<file path="config.mk">
export PLATFORM = sky130hd
export DESIGN_NAME = uart_rx_fifo
export DESIGN_NICKNAME = d
export VERILOG_FILES = /design/src/rtl/uart_rx_fifo.sv
export SDC_FILE = /design/constraint.sdc
export NUM_CORES = 1
export LEC_CHECK = 0
export BUFFER_PORTS_ARGS = -buffer_cell sky130_fd_sc_hd__buf_4
export CAP_MARGIN = 20
export CELL_PAD_IN_SITES_DETAIL_PLACEMENT = 0
export CELL_PAD_IN_SITES_GLOBAL_PLACEMENT = 2
export CORE_AREA = 2 2 89 91
export DETAILED_ROUTE_END_ITERATION = 12
export DIE_AREA = 0 0 91 93
export MAX_ROUTING_LAYER = met4
export PLACE_DENSITY = 0.79
export SLEW_MARGIN = 20
export SYNTH_ARGS = -nofsm -noshare
export SYNTH_HDL_FRONTEND = slang
export SYNTH_SLANG_ARGS = --single-unit
</file>
<file path="constraint.sdc">
create_clock -name clk -period 5.35 [get_ports clk]
set_input_delay 0.535 -clock clk [delete_from_list [all_inputs] [get_ports clk]]
set_output_delay 0.535 -clock clk [all_outputs]
set_load 0.05 [all_outputs]
</file>
<file path="src/rtl/uart_rx_fifo.sv">
// Receive frame buffer: synchronizes the UART frame-ready level, captures one frame
// per rising edge into a first-word-fall-through FIFO, flags dropped frames.
module uart_rx_fifo #(
    parameter int DEPTH = 8,
    parameter int WIDTH = 9
) (
    input  logic                     clk,
    input  logic                     rst,
    input  logic                     frame_valid,
    input  logic [WIDTH-1:0]         frame,
    input  logic                     rd_en,
    input  logic                     clr_ovf,
    output logic [WIDTH-1:0]         rd_data,
    output logic                     rd_valid,
    output logic                     full,
    output logic [$clog2(DEPTH):0]   count,
    output logic                     overflow
);

    localparam int AW = $clog2(DEPTH);
    localparam logic [AW:0] FULL_COUNT = (AW+1)'(DEPTH);

    logic [WIDTH-1:0] mem [DEPTH];
    logic [AW-1:0]    wr_ptr;
    logic [AW-1:0]    rd_ptr;
    logic [AW:0]      count_q;
    logic             s1, s2, s3;
    logic             overflow_q;
    logic             wr;
    logic             wr_ok;
    logic             rd_ok;

    // frame_valid comes from the clk_16bd domain; s3 only serves edge detection.
    always_ff @(posedge clk or negedge rst) begin
        if (!rst) begin
            s1 <= 1'b0;
            s2 <= 1'b0;
            s3 <= 1'b0;
        end else begin
            // NOTE: non-blocking assignments make the three flops a true shift chain;
            // blocking ones would collapse it into a single stage.
            s1 <= frame_valid;
            s2 <= s1;
            s3 <= s2;
        end
    end

    assign wr       = s2 & ~s3;
    assign rd_valid = (count_q != '0);
    assign full     = (count_q == FULL_COUNT);
    // A full FIFO still accepts a write when the head is consumed on the same edge.
    assign wr_ok    = wr & (~full | rd_en);
    assign rd_ok    = rd_en & rd_valid;

    // NOTE: the storage array has no reset; pointers and count alone define validity,
    // and leaving it out keeps the array mappable to plain RAM.
    always_ff @(posedge clk) begin
        if (wr_ok) begin
            mem[wr_ptr] <= frame;
        end
    end

    always_ff @(posedge clk or negedge rst) begin
        if (!rst) begin
            wr_ptr     <= '0;
            rd_ptr     <= '0;
            count_q    <= '0;
            overflow_q <= 1'b0;
        end else begin
            if (wr_ok) begin
                wr_ptr <= wr_ptr + AW'(1);
            end
            if (rd_ok) begin
                rd_ptr <= rd_ptr + AW'(1);
            end
            if (wr_ok && !rd_ok) begin
                count_q <= count_q + (AW+1)'(1);
            end else if (rd_ok && !wr_ok) begin
                count_q <= count_q - (AW+1)'(1);
            end
            // Setting on a drop takes priority over a simultaneous clear.
            if (wr && !wr_ok) begin
                overflow_q <= 1'b1;
            end else if (clr_ovf) begin
                overflow_q <= 1'b0;
            end
        end
    end

    assign rd_data  = rd_valid ? mem[rd_ptr] : '0;
    assign count    = count_q;
    assign overflow = overflow_q;

endmodule
</file>
Word-level counts from Yosys, hierarchy flattened
Memories as Yosys holds them, arrays and structs flattened.
Index checks and enable logic that the tools add are counted.
- muxes and demuxes: 7
- eq/ne operators: 1
- reduce and logical (&&, ||, !) cells: 8
- magnitude comparators: 0
- add/subtract/negate cells: 4
- bitwise operators: 6
- shift-type cells: 0
- multiply operators: 0
- div/mod/pow operators: 0
- operator list (cell ; count):
    $mux 9 ; 1
    $mux 4 ; 2
    $add 3x1->3 const B ; 2
    $add 4x1->4 const B ; 1
    $eq 4x4->1 const B ; 1
    $mux 1 ; 4
    $reduce_bool 2->1 ; 2
    $reduce_bool 4->1 ; 1
    $sub 4x1->4 const B ; 1
    $and 1x1->1 ; 3
    $logic_and 1x1->1 ; 3
    $logic_not 1->1 ; 2
    $not 1->1 ; 2
    $or 1x1->1 ; 1
- latch bits: 0
- memory bits (read-only): 0
- bits in writable memories: 72
- input port bits: 14
- flip-flop bits (word level): 14
- output and inout bits: 16
- memories: 1
- memories (memory ; words ; width ; rd ports ; clocked after memory_dff ; write ports ; RTL line ; source):
    mem ; 8 ; 9 ; 1 ; 0 ; 1 ; 23 ; logic [WIDTH-1:0] mem [DEPTH];

Depth between registers and ports, before layout
- word-level depth: 8
- depth in mapped cells: 10
- gate-level depth less buffers: 9

Worst setup path after synthesis
Ideal clock, no wire load.
- path kind: flip-flop to flip-flop
- from: reg count_q[0] (netlist: count[0])
- to: reg count_q[3] (netlist: count[3])
- period minus slack after synthesis: 3.034 ns
- setup time: 0.131 ns
- cell stages (with the launch flop): 11
- arrival time: 2.903 ns
- slack: 2.316 ns
- path through: dfrtp_1 -> or4b_1 -> buf_2 -> o21ai_4 -> inv_1 -> ha_1 -> inv_1 -> ha_1 -> or4_1 -> o211ai_1 -> o211ai_1
- longest elaborated chain between the ends: 7
- elaborated cells on any way between the ends: 15
- classes of those cells: add/sub: 2; eq/ne: 1; mux: 2; bitwise: 4; reduce/logical: 6
- RTL lines (what ; RTL line ; source):
    start: declaration ; 26 ; logic [AW:0] count_q;
    start signal: assignment ; 77 ; count_q <= count_q + (AW+1)'(1);
    start signal: assignment ; 79 ; count_q <= count_q - (AW+1)'(1);
    $eq 4x4->1 (*) ; 50 ; assign full = (count_q == FULL_COUNT);
    $not 1->1 (*) ; 52 ; assign wr_ok = wr & (~full | rd_en);
    $or 1x1->1 (*) ; 52 ;
    $and 1x1->1 (*) ; 52 ;
    named net wr_ok ; 30 ; logic wr_ok;
    $logic_not 1->1 ; 78 ; end else if (rd_ok && !wr_ok) begin
    $logic_and 1x1->1 ; 78 ;
    $reduce_bool 2->1 (no source line) ; n/a ;
Mark *: on every way through the listed nets, which the timed path passes. The rest lies on a longest branch. The select of a mux whose other input is x is not followed.
A chain may end at the register's enable or synchronous reset.

Worst setup path in the final report
Same ends and word-level chain as after synthesis.

==> metrics <==
Vias per Instance=5.386; syn nets=199; clock tree buffer depth=2; worst-margin pin slew=997.3 ps; power density cells=572.1 nW/um2; core footprint=7527 um2; hold_buf cts=0; reg2reg end=count[3]; # rows=32; routed via count=1718; min-delay worst type=in2async; final setup margin=2264 ps; CP peak stage delay=660 ps; area delta synth->final=15.04%; Post-route DRC=0; RSZ-0062 raised after global routing=false; pre-CTS WS=2261 ps; vias in the first global route=1842; DP HPWL=3.988 mm; Tmin final=3086 ps; CP Launch Type=register; largest fanout on the critical path=7; slowest cell on the critical path=or4b_1; Clock H-tree levels=3; DRT Wirelength=6.137 mm; setup TNS=0 ps; CTS tree=done; reg-to-reg startpoint=count[0]; WP data required=5570 ps; gpl congestion=0.8506; CP Cell Sequence=or4b_1, o21ai_4, inv_1, ha_1, inv_1, ha_1, or4_1, o211ai_1, o211ai_1; initial DRC count=116; total CTS buffers=9; n_diodes=0; max-slew violations=0; synthesized instance count=179; clk_skew=13.43 ps; later-pin clock latency in the skew report=350 ps; CP Class=reg2reg; Post-Syn Area=3486 um2; CTS root buffer=clkbuf_8; setup slack, reg-to-reg=2260 ps; fmax=324.1 MHz; number of antenna violations at the first check in global routing=0; yosys warns=0; GRT overflow=0; worst reg-to-reg path cell count=9; FF+latch count, synth=86; CP endpoint kind=register; Worst Hold Slack=21.91 ps; final hold vios=0; Data arrival, critical path=3310 ps; sequential share of the synthesized area=72.07%; Die Height=93 um; Worst-path clk slew=80 ps; Ports=30; outcome=finished clean; syn avg cell area=19.47 um2; Fill cells=630; antenna violation net count after detailed routing=0; Netlist cell types=33; Slew headroom=33.15%; All-Layer GR Usage=16.64%; Nets=232; Die X=91 um; layout cells sized above 1=34.56%; top cell type's share of synthesized area=62.02%; final setup vio count=0; placed cells=303; # resized after CTS=0; first-pass GRT wire length=9.860 mm; WL/cell=19.24 um; Pleak=0.001390 uW; Initial Utilization=46.31%; CTS sink cnt=86; max-cap viol count=0; port bufs=29; Peak VDD IR=0.3789 mV; final worst path period share=57.67%; Layout Cells excl Fill=319; drt first pass iters=4; postcts setup bufs=0; placed cell areas=3809 um2; top cell type by total area after synthesis=edfxtp_1; Die ar.=8463 um2; cell area after layout=4010 um2; largest net degree at the start of global routing=21; top cells by area, synth=edfxtp_1 62%, mux4_2 12%, dfrtp_1 10%
-- where the power goes --
group | switching [uW] | internal, uW | total (uW) | leakage, uW
combinational | 564 | 385 | 949 | 0.000473
sequential | 97.9 | 812 | 909 | 0.000818
clock | 219 | 216 | 436 | 0.0000989
-- how the worst max path moves through the flow --
stage               startpoint       end  slack, ps  cells past startpoint
global placement      count[0]  count[3]       2370                      9
finish                count[0]  count[3]       2260                      9
floorplan             count[0]  count[3]       2320                     10
detailed placement    count[0]  count[3]       2260                      9
global route          count[0]  count[3]       2080                      9
CTS                   count[0]  count[3]       2240                      9
-- through the flow --
step                total power [uW]  util [%]
floorplan                       1647         -
global placement                1868     50.60
detailed placement              1889     50.60
CTS                             2324     53.21
global route                    2418     53.27
finish                          2294     53.27
-- kinds of logic after synthesis --
kind of cell	Yosys count	share of synthesized area (%)
fa+ha+maj	6	2.369
mux	22	12.89
compound gates	19	4.594
flops	86	72.07
xor+xnor	6	1.508
simple gates	27	4.486
buf+inv	13	2.082
-- cell usage in the layout, fill, tap and decap left out, types with 2 or more instances in the layout --
master / instances
nand2_1: 4
or4_1: 2
nand3_1: 3
dfrtp_1: 14
o211ai_1: 4
nor3_2: 4
nand2b_1: 2
xnor2_1: 6
mux2_2: 3
nor2_2: 2
inv_1: 4
edfxtp_1: 72
clkbuf_8: 9
clkinv_1: 2
ha_1: 5
mux4_2: 18
a22o_1: 10
buf_4: 31
clkinv_4: 3
nor2_1: 2
a21oi_1: 2
-- area by class of cell --
type | instances | area, um2 | share of cell area [%]
Inverter | 4 | 15.01 | 0.3744
Timing Repair Buffer | 31 | 232.7 | 5.803
Tap cell | 102 | 127.6 | 3.183
Multi-Input combinational cell | 80 | 925.9 | 23.09
Clock inverter | 7 | 72.57 | 1.810
Clock buffer | 9 | 123.9 | 3.089
Sequential cell | 86 | 2512 | 62.65
-- routing by layer --
layer  share of wire, %  global-route usage [%]  vias to the layer above
met5                  0                       -                        -
met4                1.3                   7.197                        0
met3                3.9                   3.384                        7
met2                 53                   28.46                       41
met1                 42                   19.32                      881
li1                   -                       -                      789
-- registers in the layout, summed over array words and instances, names as in the netlist --
register and count:
wr_ptr 3, s2 1, s1 1, s3 1, count 4, rd_ptr 3, mem 72, overflow 1
-- synth_stat cells (all sizes together) --
cell,n
and2,1
or4,2
a21oi,2
a2111o,1
mux4,18
nor3,5
mux2,3
nand2b,2
nand3b,1
o211ai,4
o21ai,2
inv,4
nor4,1
buf,6
nor2b,2
clkbuf,3
or3,1
mux2i,1
xnor2,6
or4b,1
nand3,3
edfxtp,72
nor2,4
a22o,10
fa,1
dfrtp,14
ha,5
nand2,4
-- critical path: cells and delay by family (launching register included) --
family | cells | cell delay [ps]
buf+inv | 2 | 230
simple gates | 2 | 1180
compound gates | 3 | 500
flops | 1 | 470
fa+ha+maj | 2 | 580
(Power assumes the default switching activity.)
